<file path="config.mk">
export PLATFORM = sky130hd
export DESIGN_NAME = friscv_rd_arbiter
export DESIGN_NICKNAME = d
export VERILOG_FILES = /design/src/rtl/friscv_rd_arbiter.sv
export SDC_FILE = /design/constraint.sdc
export NUM_CORES = 1
export LEC_CHECK = 0
export CAP_MARGIN = 30
export CORE_MARGIN = 1
export CORE_UTILIZATION = 41
export DETAILED_ROUTE_END_ITERATION = 12
export PLACE_DENSITY = 0.9
export SETUP_SLACK_MARGIN = 0.2
export SYNTH_ARGS = -nofsm -noshare
export SYNTH_HDL_FRONTEND = slang
export SYNTH_SLANG_ARGS = --single-unit
</file>
<file path="constraint.sdc">
create_clock -name aclk -period 6.1 [get_ports aclk]
set_input_delay 1.22 -clock aclk [delete_from_list [all_inputs] [get_ports aclk]]
set_output_delay 1.22 -clock aclk [all_outputs]
set_load 0.05 [all_outputs]
</file>
<file path="src/rtl/friscv_rd_arbiter.sv">
// Round-robin writeback arbiter: ALU, memfy and CSR rd writes share one registered regfile port.
// Optional grant counters are enabled with `define FRISCV_RDARB_STATS_EN.
module friscv_rd_arbiter #(
   parameter int unsigned XLEN  = 32,
   parameter int unsigned RV32E = 0
) (
   input  logic                aclk,
   input  logic                aresetn,
   input  logic                srst,
   input  logic                alu_valid,
   output logic                alu_ready,
   input  logic [4:0]          alu_addr,
   input  logic [XLEN-1:0]     alu_val,
   input  logic [XLEN/8-1:0]   alu_strb,
   input  logic                memfy_valid,
   output logic                memfy_ready,
   input  logic [4:0]          memfy_addr,
   input  logic [XLEN-1:0]     memfy_val,
   input  logic [XLEN/8-1:0]   memfy_strb,
   input  logic                csr_valid,
   output logic                csr_ready,
   input  logic [4:0]          csr_addr,
   input  logic [XLEN-1:0]     csr_val,
   output logic                rd_wr,
   output logic [4:0]          rd_addr,
   output logic [XLEN-1:0]     rd_val,
   output logic [XLEN/8-1:0]   rd_strb,
`ifdef FRISCV_RDARB_STATS_EN
   output logic [31:0]         alu_grants,
   output logic [31:0]         memfy_grants,
   output logic [31:0]         csr_grants,
`endif
   output logic                illegal
);

   localparam int unsigned SW = XLEN / 8;

   logic [1:0]        r_ptr;
   logic              r_wr;
   logic [4:0]        r_addr;
   logic [XLEN-1:0]   r_val;
   logic [SW-1:0]     r_strb;
   logic              r_illegal;

   logic [2:0]        w_valid;
   logic [2:0]        w_grant;
   logic              w_any;
   logic [1:0]        w_idx;
   logic [1:0]        w_ptr_d;
   logic [4:0]        w_addr;
   logic [XLEN-1:0]   w_val;
   logic [SW-1:0]     w_strb;
   logic              w_oob;
   logic              w_write;
   logic              w_illegal;

   // Round-robin pick: scan pointer, pointer+1, pointer+2 (mod 3)
   always_comb begin
      logic [2:0] sum;
      logic [1:0] k;
      w_valid = {csr_valid, memfy_valid, alu_valid} & {3{aresetn & ~srst}};
      w_grant = 3'b000;
      w_any   = 1'b0;
      w_idx   = 2'd0;
      for (int i = 0; i < 3; i++) begin
         sum = {1'b0, r_ptr} + 3'(i);
         k   = (sum >= 3'd3) ? 2'(sum - 3'd3) : sum[1:0];
         if (!w_any && w_valid[k]) begin
            w_any      = 1'b1;
            w_grant[k] = 1'b1;
            w_idx      = k;
         end
      end
   end

   assign alu_ready   = w_grant[0];
   assign memfy_ready = w_grant[1];
   assign csr_ready   = w_grant[2];

   always_comb begin
      w_addr = alu_addr;
      w_val  = alu_val;
      w_strb = alu_strb;
      case (w_idx)
         2'd1: begin
            w_addr = memfy_addr;
            w_val  = memfy_val;
            w_strb = memfy_strb;
         end
         2'd2: begin
            w_addr = csr_addr;
            w_val  = csr_val;
            w_strb = {SW{1'b1}};
         end
         default: ;
      endcase
   end

   // x0 grants are consumed silently; RV32E drops x16..x31 and flags them
   assign w_oob     = (RV32E != 0) && w_addr[4];
   assign w_write   = w_any && (w_addr != 5'd0) && !w_oob;
   assign w_illegal = w_any && w_oob;

   always_comb begin
      w_ptr_d = r_ptr;
      if (w_any) begin
         w_ptr_d = (w_idx == 2'd2) ? 2'd0 : w_idx + 2'd1;
      end
   end

   always_ff @(posedge aclk or negedge aresetn) begin
      if (!aresetn) begin
         r_ptr     <= 2'd0;
         r_wr      <= 1'b0;
         r_addr    <= 5'd0;
         r_val     <= '0;
         r_strb    <= '0;
         r_illegal <= 1'b0;
      end else if (srst) begin
         r_ptr     <= 2'd0;
         r_wr      <= 1'b0;
         r_addr    <= 5'd0;
         r_val     <= '0;
         r_strb    <= '0;
         r_illegal <= 1'b0;
      end else begin
         r_ptr     <= w_ptr_d;
         r_wr      <= w_write;
         r_illegal <= w_illegal;
         if (w_write) begin
            r_addr <= w_addr;
            r_val  <= w_val;
            r_strb <= w_strb;
         end
      end
   end

   assign rd_wr   = r_wr;
   assign rd_addr = r_addr;
   assign rd_val  = r_val;
   assign rd_strb = r_strb;
   assign illegal = r_illegal;

`ifdef FRISCV_RDARB_STATS_EN
   logic [31:0] r_alu_cnt;
   logic [31:0] r_memfy_cnt;
   logic [31:0] r_csr_cnt;

   always_ff @(posedge aclk or negedge aresetn) begin
      if (!aresetn) begin
         r_alu_cnt   <= 32'd0;
         r_memfy_cnt <= 32'd0;
         r_csr_cnt   <= 32'd0;
      end else if (srst) begin
         r_alu_cnt   <= 32'd0;
         r_memfy_cnt <= 32'd0;
         r_csr_cnt   <= 32'd0;
      end else begin
         if (w_grant[0]) r_alu_cnt   <= r_alu_cnt + 32'd1;
         if (w_grant[1]) r_memfy_cnt <= r_memfy_cnt + 32'd1;
         if (w_grant[2]) r_csr_cnt   <= r_csr_cnt + 32'd1;
      end
   end

   assign alu_grants   = r_alu_cnt;
   assign memfy_grants = r_memfy_cnt;
   assign csr_grants   = r_csr_cnt;
`endif

endmodule

</file>
Word level (Yosys, flattened, before mapping)
Index checks and enable logic that the tools add are counted.
{"block": "op_classes", "addsub": 6, "multipliers": 0, "div_mod_pow": 0, "order_cmp": 9, "n_eq_ne": 2, "shift": 0, "muxes": 37, "n_bitwise": 5, "reduce_logical": 11}
{"cell": "$mux W32", "count": 2}
{"cell": "$pmux W32 S2", "count": 1}
{"cell": "$mux W2", "count": 9}
{"cell": "$mux W1", "count": 10}
{"cell": "$mux W5", "count": 2}
{"cell": "$pmux W5 S2", "count": 1}
{"cell": "$lt A2 B3 Y1 const B", "count": 3}
{"cell": "$mux W3", "count": 3}
{"cell": "$mux W4", "count": 2}
{"cell": "$pmux W4 S2", "count": 1}
{"cell": "$bmux W1 S2", "count": 3}
{"cell": "$demux W1 S2", "count": 3}
{"cell": "$ge A2 B1 Y1 const B", "count": 3}
{"cell": "$ge A3 B2 Y1 const B", "count": 2}
{"cell": "$logic_and A1 B1 Y1", "count": 6}
{"cell": "$or A3 B3 Y3", "count": 2}
{"cell": "$sub A2 B2 Y2 const B", "count": 3}
{"cell": "$reduce_bool A5 Y1", "count": 1}
{"cell": "$reduce_bool A2 Y1", "count": 2}
{"cell": "$add A2 B1 Y3 const B", "count": 1}
{"cell": "$add A2 B2 Y3 const B", "count": 1}
{"cell": "$and A3 B3 Y3", "count": 1}
{"cell": "$add A2 B1 Y2 const B", "count": 1}
{"cell": "$eq A2 B1 Y1 const B", "count": 1}
{"cell": "5 further kinds", "count": 6}
{"block": "totals", "reg_bits": 44, "latch_bits": 0, "ramBits": 0, "romBits": 0, "input_bits": 125, "out_inout_bits": 46, "elab_cells": 75, "n_memories": 0}

Logic depth before layout (Yosys ltp)
Gate-level depths: netlist (run 1).
{"block": "logic_depth", "word_depth": 18, "mapped_depth": 16, "depth_no_buf": 13}

Worst setup path after synthesis (run 1)
No wires, ideal clock.
{"block": "synth_path", "kind": "input to output", "start": "in csr_valid", "end": "out csr_ready", "t_arrival_ns": 3.025, "t_required_ns": 4.880, "slack_ns": 1.855, "path_stages": 5, "path_buffers": 1, "path_cell_list": "buf_2 nand2_1 o22ai_1 a221oi_1 a211oi_1"}
{"block": "synth_between", "elab_chain_cells": 10, "word_cells_on_any_way": 18, "classes_between": "mux (11); bitwise (3); reduce/logical (4)"}
{"element": "start, declared", "line_no": "20", "text": "input logic csr_valid,"}
{"element": "$and A3 B3 Y3 (*)", "line_no": "61", "text": "w_valid = {csr_valid, memfy_valid, alu_valid} & {3{aresetn & ~srst}};"}
{"element": "$bmux W1 S2", "line_no": "68", "text": "if (!w_any && w_valid[k]) begin"}
{"element": "$mux W1 (not written as such)", "line_no": "68"}
{"element": "$mux W1", "line_no": "68"}
{"element": "$logic_not A1 Y1", "line_no": "68"}
{"element": "$logic_and A1 B1 Y1", "line_no": "68"}
{"element": "$mux W1", "line_no": "68"}
{"element": "$logic_not A1 Y1", "line_no": "68"}
{"element": "$logic_and A1 B1 Y1", "line_no": "68"}
{"element": "$mux W3 (*)", "line_no": "68"}
{"element": "end, declared", "line_no": "21", "text": "output logic csr_ready,"}
Every way passes the cells marked *; elsewhere a longest branch is shown, timed or not. The select of a mux whose other input is x is not followed.

Final worst setup path (run 1)
{"block": "layout_path", "start": "in csr_valid", "end": "reg r_strb[2] (netlist: rd_strb[2])"}
{"block": "layout_between", "elab_chain_cells": 15, "word_cells_on_any_way": 26, "classes_between": "eq/ne (2); mux (16); bitwise (1); reduce/logical (7)"}
{"element": "$and A3 B3 Y3 (*)", "line_no": "61"}
{"element": "$bmux W1 S2", "line_no": "68"}
{"element": "$mux W1 (not written as such)", "line_no": "68"}
{"element": "$mux W1", "line_no": "68"}
{"element": "$logic_not A1 Y1", "line_no": "68"}
{"element": "$logic_and A1 B1 Y1", "line_no": "68"}
{"element": "$mux W1", "line_no": "68"}
{"element": "$logic_not A1 Y1", "line_no": "68"}
{"element": "$logic_and A1 B1 Y1", "line_no": "68"}
{"element": "$mux W2", "line_no": "68"}
{"element": "$eq A2 B2 Y1 / $eq A2 B1 Y1 (equally long branches)", "line_no": "84", "text": "case (w_idx)"}
{"element": "$pmux W5 S2", "line_no": "84"}
{"element": "$reduce_bool A5 Y1", "line_no": "101", "text": "assign w_write = w_any && (w_addr != 5'd0) && !w_oob;"}
{"element": "$logic_and A1 B1 Y1", "line_no": "101"}
{"element": "$reduce_bool A2 Y1 (no line)"}
{"element": "end signal, assigned", "line_no": "133", "text": "r_strb <= w_strb;"}
{"element": "end, declared", "line_no": "42", "text": "logic [SW-1:0] r_strb;"}
Marked as above.
A chain may end at the register's enable or synchronous reset.

==> results of run 1 <==
report_power, final:
part	internal (mW)	switching (mW)	total, mW
logic	0.174	0.230	0.404
clock network	0.134	0.0970	0.231
registers	0.322	0.0177	0.340
through the flow:
stage	total power [mW]	instance area, sq um
after global placement	0.7400	4539
after detailed placement	0.7500	4539
final	0.9747	4661
after floorplan	0.5716	2860
after global routing	1.026	4661
after CTS	0.9854	4661
synth_stat cells:
library cell | count | share of area, %
ha_1 | 7 | 3.1
o21ai_4 | 1 | 0.57
o21a_1 | 1 | 0.26
inv_1 | 6 | 0.79
nand3_1 | 2 | 0.35
o31a_1 | 1 | 0.31
clkbuf_1 | 19 | 2.5
inv_2 | 2 | 0.26
or4_1 | 1 | 0.26
a32o_1 | 5 | 1.7
buf_1 | 3 | 0.39
a21oi_1 | 12 | 2.1
o22ai_1 | 3 | 0.66
o211a_1 | 1 | 0.35
a221oi_1 | 1 | 0.31
o21ai_1 | 1 | 0.17
conb_1 | 1 | 0.13
nand2_1 | 77 | 10
nor3_1 | 1 | 0.17
nor2_1 | 9 | 1.2
nand3b_1 | 1 | 0.26
dfrtp_1 | 44 | 38
buf_6 | 4 | 1.6
a21o_1 | 1 | 0.26
o21ai_0 | 36 | 6.3
a31oi_1 | 1 | 0.22
and3_1 | 1 | 0.22
buf_2 | 4 | 0.70
nor2b_1 | 2 | 0.44
a211oi_1 | 1 | 0.26
a22oi_1 | 38 | 10
mux2i_1 | 43 | 15
buf_4 | 1 | 0.26
o311ai_1 | 1 | 0.31
layer usage:
| layer | vias up | routed length, microns | GRT usage [%] |
|---|---|---|---|
| met5 | - | 0 | 0 |
| met4 | 0 | 99 | 5.758 |
| met3 | 8 | 585 | 5.486 |
| met2 | 129 | 4616 | 44.58 |
| met1 | 1424 | 3442 | 28.76 |
| li1 | 1481 | - | - |
worst max-delay path: stages:
cell	delay [ns]
clkdlybuf4s50_1	0.61
nand2_1	0.09
o22ai_1	0.34
mux2i_1	0.24
nand2_1	0.11
a21o_1	0.21
ha_1	0.51
a22oi_1	0.31
a21oi_1	0.13
or4_1	0.61
o21ai_4	0.13
buf_4	0.55
mux2i_1	0.28
area by class of cell:
class                      count  share of cell area, %
clock buffer                   6                  1.772
clock inverter                 2                 0.8322
inverter                       8                 0.6443
multi-input combinational    249                  33.83
sequential                    44                  23.62
tap                           80                  2.148
timing repair buffer         175                  37.15
state kept, by name, indices dropped and copies added (netlist names):
signal and flops:
rd_val 32, rd_addr 5, rd_strb 4, r_ptr 2
rd_wr 1
final timing paths:
check	start	to	slack, ns	cells past startpoint
setup / recovery	csr_valid	rd_strb[2]	0.94	13
setup reg to reg	r_ptr[0]	rd_strb[2]	1.49	14
min in group asynchronous	aresetn	rd_addr[2]	0.75	1
max in group asynchronous	aresetn	rd_addr[3]	4.62	2
hold reg to reg	rd_addr[4]	rd_addr[4]	0.54	1
hold / removal	rd_addr[4]	rd_addr[4]	0.54	1
logic make-up after synthesis:
group,Yosys count
compound gates,104
simple gates,94
flops,44
mux,43
buf+inv,39
fa+ha+maj,7
other cells,1
==> impl_metrics.json, run 1 <==
{
  "dp.cells": 556,
  "min_period_over_period_pct": 84.59,
  "muxShareOfSynthArea_pct": 15.05,
  "areaGrowthSynthToFinish_pct": 62.95,
  "final_cell_mix": "clkdlybuf4s50_1, nand2_1, dfrtp_1, mux2i_1, a22oi_1",
  "synth_fp_nets": 464,
  "endpoint_kind": "flip-flop",
  "overflow": 0,
  "cts.clk_slew.worst_paths_ns": 0.08,
  "antenna_found_initial": 0,
  "synthCells": 332,
  "drv_slew": 0,
  "status": "complete, no violations",
  "post_synth_fa_ha_maj_area_fraction_pct": 3.062,
  "synth_area_sq_um": 2860,
  "fin_nets": 615,
  "timing.fmax_mhz": 193.8,
  "drt_wl_total_mm": 8.743,
  "tightest_slew_ns": 0.9422,
  "routedWlPerCell_microns": 15.50,
  "synth_compound_area_share_pct": 23.80,
  "via_per_inst": 5.394,
  "core_sq_um": 6756,
  "numClockSinks": 44,
  "min_path_type": "reg -> reg",
  "ys_seq_elements": 44,
  "leakage_nw": 1.978,
  "holdWs_ns": 0.5390,
  "register_area_sq_um": 1101,
  "io_pins": 171,
  "start_util_pct": 42.33,
  "synth_cell_types": 34,
  "diodes": 0,
  "synth_xor_area_share_pct": 0,
  "htreeDepth": 2,
  "cap_violations": 0,
  "layout-drive-gt1-share_pct": 3.926,
  "multi_input_area_sq_um": 1577,
  "root_buffer": "clkbuf_8",
  "critPathKind": "in -> reg",
  "drtIter0Drc": 104,
  "critPathLaunchType": "input port",
  "grtUsageTotal_pct": 24.27,
  "drt_first_pass_iters": 4,
  "post_cts_buffers": 0,
  "die_h_microns": 85.53,
  "worstPathArrival_ns": 5.37,
  "critPathMaxFanout": 42,
  "final_antenna_net_count": 0,
  "cp.required_ns": 6.31,
  "synth_area_per_cell_sq_um": 8.615,
  "cts_made_buffers": 5,
  "place_congestion": 0.8833,
  "port_buffers": 169,
  "finish.utilization_pct": 68.98,
  "fin_crit_ns": 5.160,
  "tns_ns": 0,
  "num-fill-cells": 546,
  "post-dp-hpwl_mm": 6.689,
  "die_area_sq_um": 7315,
  "synth_top_family_by_area": "compound AO/OA/AOI/OAI gates",
  "yosys_warnings": 0,
  "ctsResizeCount": 0,
  "yosysSeqAreaShare_pct": 38.50,
  "final_common_cell": "clkdlybuf4s50_1",
  "irDropWorstVdd_mv": 0.1398,
  "rows": 30,
  "die_x_microns": 85.53,
  "p_per_area_nw_per_um2": 209.1,
  "clk_latency_ns": 0.29,
  "cts_tree": "yes",
  "synthSimpleGateAreaFrac_pct": 12.99,
  "relSlewSlack_pct": 37.18,
  "grt_start_max_net_pins": 45,
  "grt_pass1_vias": 3014,
  "grt_first_pass_wirelength_mm": 14.15,
  "hold_viol": 0,
  "vias": 3042,
  "drc": 0,
  "setup_viol": 0,
  "clk_path_buf_depth": 2,
  "dpl_worst_slack_ns": 0.6471,
  "setup_ws_ns": 0.9402,
  "fin_cells": 564,
  "finalClockSkew_ns": 0.007666,
  "rsz0062_at_grt": "false",
  "ctsHoldBuffers": 0
}
No activity file was read; power rests on OpenSTA's default activity.
==> run 2: changes to the inputs <==
CORE_UTILIZATION = 34   (was 41)
PLACE_DENSITY = 0.8   (was 0.9)
clock period = 4.49 ns   (was 6.1 ns; I/O delays follow)
==> run 2 against run 1 <==
Worst hold slack hardly changed. Power up 28%. Clock skew is 0.0042 ns higher. Flip-flop and latch count stayed put. Critical endpoint is now rd_val[18]. Non-clock buffer count rose by 3. Wire length unchanged. Critical path depth is the same. Core utilization is 11 points lower. Combinational power rose by 36%. Clock power rose by 3%. Count of clock-buffer cells in the layout grew 1. Sequential share of layout area fell by 0.19 points. Largest cell class unchanged.
==> impl_metrics.json, run 2 (synthesized netlist as in run 1, its figures left out) <==
{
  "drc": 0,
  "status": "complete, no violations",
  "num-fill-cells": 749,
  "tightest_slew_ns": 0.5976,
  "cts.clk_slew.worst_paths_ns": 0.08,
  "critical-path-slowest-cell": "clkdlybuf4s50_1",
  "die_area_sq_um": 8783,
  "p_total_mw": 1.251,
  "drt_first_pass_iters": 4,
  "hold_viol": 0,
  "drtIter0Drc": 100,
  "finish.utilization_pct": 57.48,
  "r2r_slack_ns": 0.63,
  "layout-drive-gt1-share_pct": 4.517,
  "grtUsageTotal_pct": 19.45,
  "largest_register_ffs": 32,
  "critPathLaunchType": "input port",
  "overflow": 0,
  "final_cell_mix": "clkdlybuf4s50_1, nand2_1, dfrtp_1, mux2i_1, a22oi_1",
  "leakage_nw": 1.981,
  "via_per_inst": 5.091,
  "clk_path_buf_depth": 2,
  "cp.required_ns": 4.70,
  "place_congestion": 0.8668,
  "cts_tree": "yes",
  "antenna_found_initial": 0,
  "post_cts_buffers": 0,
  "fin_nets": 618,
  "core_sq_um": 8175,
  "relSlewSlack_pct": 60.16,
  "cap_violations": 0,
  "critPathMaxFanout": 42,
  "critPathMaxStageDelay_ns": 0.58,
  "vias": 3014,
  "cts_made_buffers": 5,
  "grt_first_pass_wirelength_mm": 13.25,
  "cp_common_cell": "mux2i_1",
  "clk_latency_ns": 0.29,
  "fin_crit_ns": 4.126,
  "crit_family": "compound AO/OA/AOI/OAI gates",
  "rows": 33,
  "drv_slew": 0,
  "htreeDepth": 2,
  "worstPathCellList": "clkdlybuf4s50_1 -> mux2i_1 -> o22ai_2 -> mux2i_1 -> nand2_1 -> a21o_1 -> ha_1 -> a22oi_1 -> a21oi_1 -> or4_1 -> o21ai_4 -> buf_12 -> mux2i_1",
  "p_per_area_nw_per_um2": 266.1,
  "holdWs_ns": 0.5386,
  "io_pins": 171,
  "final_common_cell": "clkdlybuf4s50_1",
  "fin_cells": 592,
  "min_path_type": "reg -> reg",
  "root_buffer": "clkbuf_8",
  "irDropWorstVdd_mv": 0.1117,
  "numClockSinks": 44,
  "final_antenna_net_count": 0,
  "port_buffers": 169,
  "dp.cells": 584,
  "routedWlPerCell_microns": 14.77,
  "timing.fmax_mhz": 242.4,
  "diodes": 0,
  "setup_viol": 0,
  "finalClockSkew_ns": 0.01191,
  "min_period_over_period_pct": 91.89,
  "grt_pass1_vias": 2793,
  "critPathKind": "in -> reg",
  "grt_start_max_net_pins": 73,
  "die_x_microns": 93.72,
  "drt_wl_total_mm": 8.743,
  "areaGrowthSynthToFinish_pct": 64.30,
  "rsz0062_at_grt": "false",
  "post-dp-hpwl_mm": 6.746,
  "crit_buf_inv": 2,
  "worstPathArrival_ns": 4.34,
  "endpoint_kind": "flip-flop",
  "start_util_pct": 34.99,
  "die_h_microns": 93.72
}
[run 2: final timing paths]
kind / from / to / cells past startpoint
worst max-delay path: memfy_valid / rd_val[18] / 13
worst min-delay path: rd_val[0] / rd_val[0] / 2
worst max register to register: r_ptr[0] / rd_val[18] / 14
worst min register to register: rd_val[0] / rd_val[0] / 2
max in group asynchronous: aresetn / rd_strb[3] / 2
min in group asynchronous: aresetn / rd_val[24] / 1
[run 2: area by class of cell]
class / count / area, sq um / share of cell area [%]
clock buffer: 7 / 76.32 / 1.624
clock inverter: 1 / 8.758 / 0.1864
inverter: 8 / 30.03 / 0.6390
multi-input combinational: 249 / 1585 / 33.73
sequential: 44 / 1101 / 23.43
tap: 105 / 131.4 / 2.796
timing repair buffer: 178 / 1767 / 37.59
[run 2: timing repair]
action,in CTS,in global routing
endpoints found under the setup margin,0,38
resized for setup,0,1
hold buffers,0,0
[run 2: metal layers]
layer  vias to the layer above  track usage (%)  part of all wire, %
met2                       126            35.83                   53
met5                         -                0                    0
met4                         0            4.744                  1.3
met3                        10            5.825                  7.7
met1                      1397            21.69                   38
li1                       1481                -                    -
[run 2: stage by stage]
stage / TNS, ns / setup WS, ns / instance area [sq um]
floorplan: 0 / 0.8426 / 2860
global placement: 0 / 0.2491 / 4608
finish: 0 / 0.3640 / 4700
global route: 0 / 0.2390 / 4700
detailed placement: -0.003694 / -0.003694 / 4608
CTS: 0 / 0.3044 / 4693
[run 2: worst register-to-register path, stage by stage, from the launching register on]
cell and delay, ns:
dfrtp_1 0.39, inv_1 0.08, ha_1 0.46, mux2i_1 0.31
o22ai_2 0.15, mux2i_1 0.18, nand2_1 0.12, a21o_1 0.22
ha_1 0.28, a22oi_1 0.21, a21oi_1 0.11, or4_1 0.58
o21ai_4 0.17, buf_12 0.28, mux2i_1 0.27
[run 2: power by group]
| group | switching, mW | internal [mW] | total [mW] |
|---|---|---|---|
| Combinational | 0.312 | 0.239 | 0.551 |
| Sequential | 0.0242 | 0.438 | 0.462 |
| Clock | 0.126 | 0.111 | 0.237 |
| Total | 0.462 | 0.789 | 1.25 |
==> run 3: changes to the inputs <==
CORE_UTILIZATION = 41   (was 34)
PLACE_DENSITY = 0.9   (was 0.8)
clock period = 5.2 ns   (was 4.49 ns; I/O delays follow)
==> run 3 against run 2 <==
First-iteration DRC count increased by 14%. Sequential share of layout area about the same. Sequential power decreased by 14%. Worst hold slack got worse by 0.0023 ns. Via count increased by 1.3%. Power decreased by 8.3%. Cell area decreased by 0.19%. Combinational power decreased by 14%.
==> impl_metrics.json, run 3 (synthesized netlist as in run 1, its figures left out) <==
{
  "hold_viol": 0,
  "finalClockSkew_ns": 0.008096,
  "timing.fmax_mhz": 223.5,
  "antenna_found_initial": 0,
  "seq_power_share_pct": 34.8,
  "overflow": 0,
  "p_total_mw": 1.146,
  "min_path_type": "reg -> reg",
  "status": "complete, no violations",
  "cap_violations": 0,
  "met2_usage_pct": 42.84,
  "design_area_sq_um": 4691,
  "layout-drive-gt1-share_pct": 4.713,
  "ctsResizeCount": 0,
  "crit_family": "buffers and inverters",
  "cp_common_cell": "clkdlybuf4s50_1",
  "grt_first_pass_wirelength_mm": 14.11,
  "final_antenna_net_count": 0,
  "r2r_slack_ns": 1.01,
  "areaGrowthSynthToFinish_pct": 64.00,
  "tightest_slew_ns": 0.5693,
  "vias": 3054,
  "htreeDepth": 2,
  "relSlewSlack_pct": 62.05,
  "clk_latency_ns": 0.29,
  "numClockSinks": 44,
  "irDropWorstVdd_mv": 0.1649,
  "cts.clk_slew.worst_paths_ns": 0.08,
  "fin_nets": 619,
  "start_util_pct": 42.33,
  "largest_register_ffs": 32,
  "place_congestion": 0.9749,
  "cts_tree": "yes",
  "clk_path_buf_depth": 2,
  "post-dp-hpwl_mm": 6.913,
  "critPathKind": "in -> out",
  "crit_buf_inv": 2,
  "post_cts_buffers": 0,
  "clkPwrFrac_pct": 23.6,
  "grtUsageTotal_pct": 24.13,
  "critical-path-slowest-cell": "clkdlybuf4s50_1",
  "io_pins": 171,
  "critPathMaxFanout": 8,
  "power_switching_share_pct": 35.40,
  "min_period_over_period_pct": 86.03,
  "core_sq_um": 6756,
  "tns_ns": 0,
  "root_buffer": "clkbuf_8",
  "port_buffers": 169,
  "cts_made_buffers": 5,
  "fin_crit_ns": 4.474,
  "worstPathCellList": "clkdlybuf4s50_1 -> mux2i_1 -> o21ai_1 -> a221oi_1 -> a211oi_1 -> clkdlybuf4s50_1",
  "p_per_area_nw_per_um2": 244.4,
  "ctsHoldBuffers": 0,
  "busiest_layer": "met2",
  "routedWlPerCell_microns": 15.57,
  "rows": 30,
  "setup_viol": 0,
  "endpoint_kind": "primary output",
  "placed_area_sq_um": 4569,
  "final_cell_mix": "clkdlybuf4s50_1, nand2_1, dfrtp_1, mux2i_1, a22oi_1",
  "p_int_mw": 0.7405,
  "cp.required_ns": 4.16,
  "worstPathArrival_ns": 3.43,
  "drc": 0,
  "die_x_microns": 85.53,
  "via_per_inst": 5.377,
  "met1_usage_pct": 29.36,
  "pwr-share-comb_pct": 41.5,
  "dpl_worst_slack_ns": 0.5025,
  "grt_pass1_vias": 3004,
  "final_common_cell": "clkdlybuf4s50_1",
  "diodes": 0,
  "drt_wl_total_mm": 8.846,
  "critPathMaxStageDelay_ns": 0.86,
  "critPathLaunchType": "input port",
  "die_h_microns": 85.53,
  "leakage_nw": 1.999,
  "grt_use_met3_pct": 4.716,
  "setup_ws_ns": 0.7262,
  "drt_first_pass_iters": 5,
  "p_sw_mw": 0.4057,
  "drv_slew": 0,
  "grt_start_max_net_pins": 46,
  "die_area_sq_um": 7315,
  "rsz0062_at_grt": "false",
  "drtIter0Drc": 114
}
-- run 3: path summary, 6_finish.rpt --
| kind | depth (start not counted) | end | startpoint |
|---|---|---|---|
| worst min-delay path | 1 | rd_addr[4] | rd_addr[4] |
| min in group asynchronous | 2 | rd_val[26] | aresetn |
| worst min register to register | 1 | rd_addr[4] | rd_addr[4] |
| worst max register to register | 15 | rd_val[2] | r_ptr[0] |
| max in group asynchronous | 2 | rd_val[15] | aresetn |
| worst max-delay path | 6 | csr_ready | csr_valid |
-- run 3: final cells by class --
cell class                      count  area (sq um)
Clock inverter                      2         38.79
Fill cell                         545          2066
Multi-Input combinational cell    249          1577
Clock buffer                        6         82.58
Timing Repair Buffer              179          1762
Sequential cell                    44          1101
Tap cell                           80         100.1
Inverter                            8         30.03
-- run 3: per-layer routing --
layer	vias up	routed length (microns)
met5	-	0
met4	0	169
met3	21	526
met2	130	4572
met1	1412	3578
li1	1491	-
-- run 3: power by group through the flow --
stage                     clock (mW)  sequential, mW  combinational (mW)
after detailed placement           0           0.405               0.476
after floorplan                    0           0.531               0.140
final                          0.271           0.399               0.476
after global routing           0.297           0.404               0.504
after CTS                      0.279           0.399               0.477
after global placement             0           0.404               0.466
-- run 3: metrics by stage --
stage                     utilization (%)  instances  hold slack [ns]
after floorplan                         -        332           0.5382
after global placement              67.63        560           0.5166
after detailed placement            67.63        560           0.5237
after CTS                           69.43        568           0.5419
after global routing                69.43        568           0.5654
final                               69.43        568           0.5363
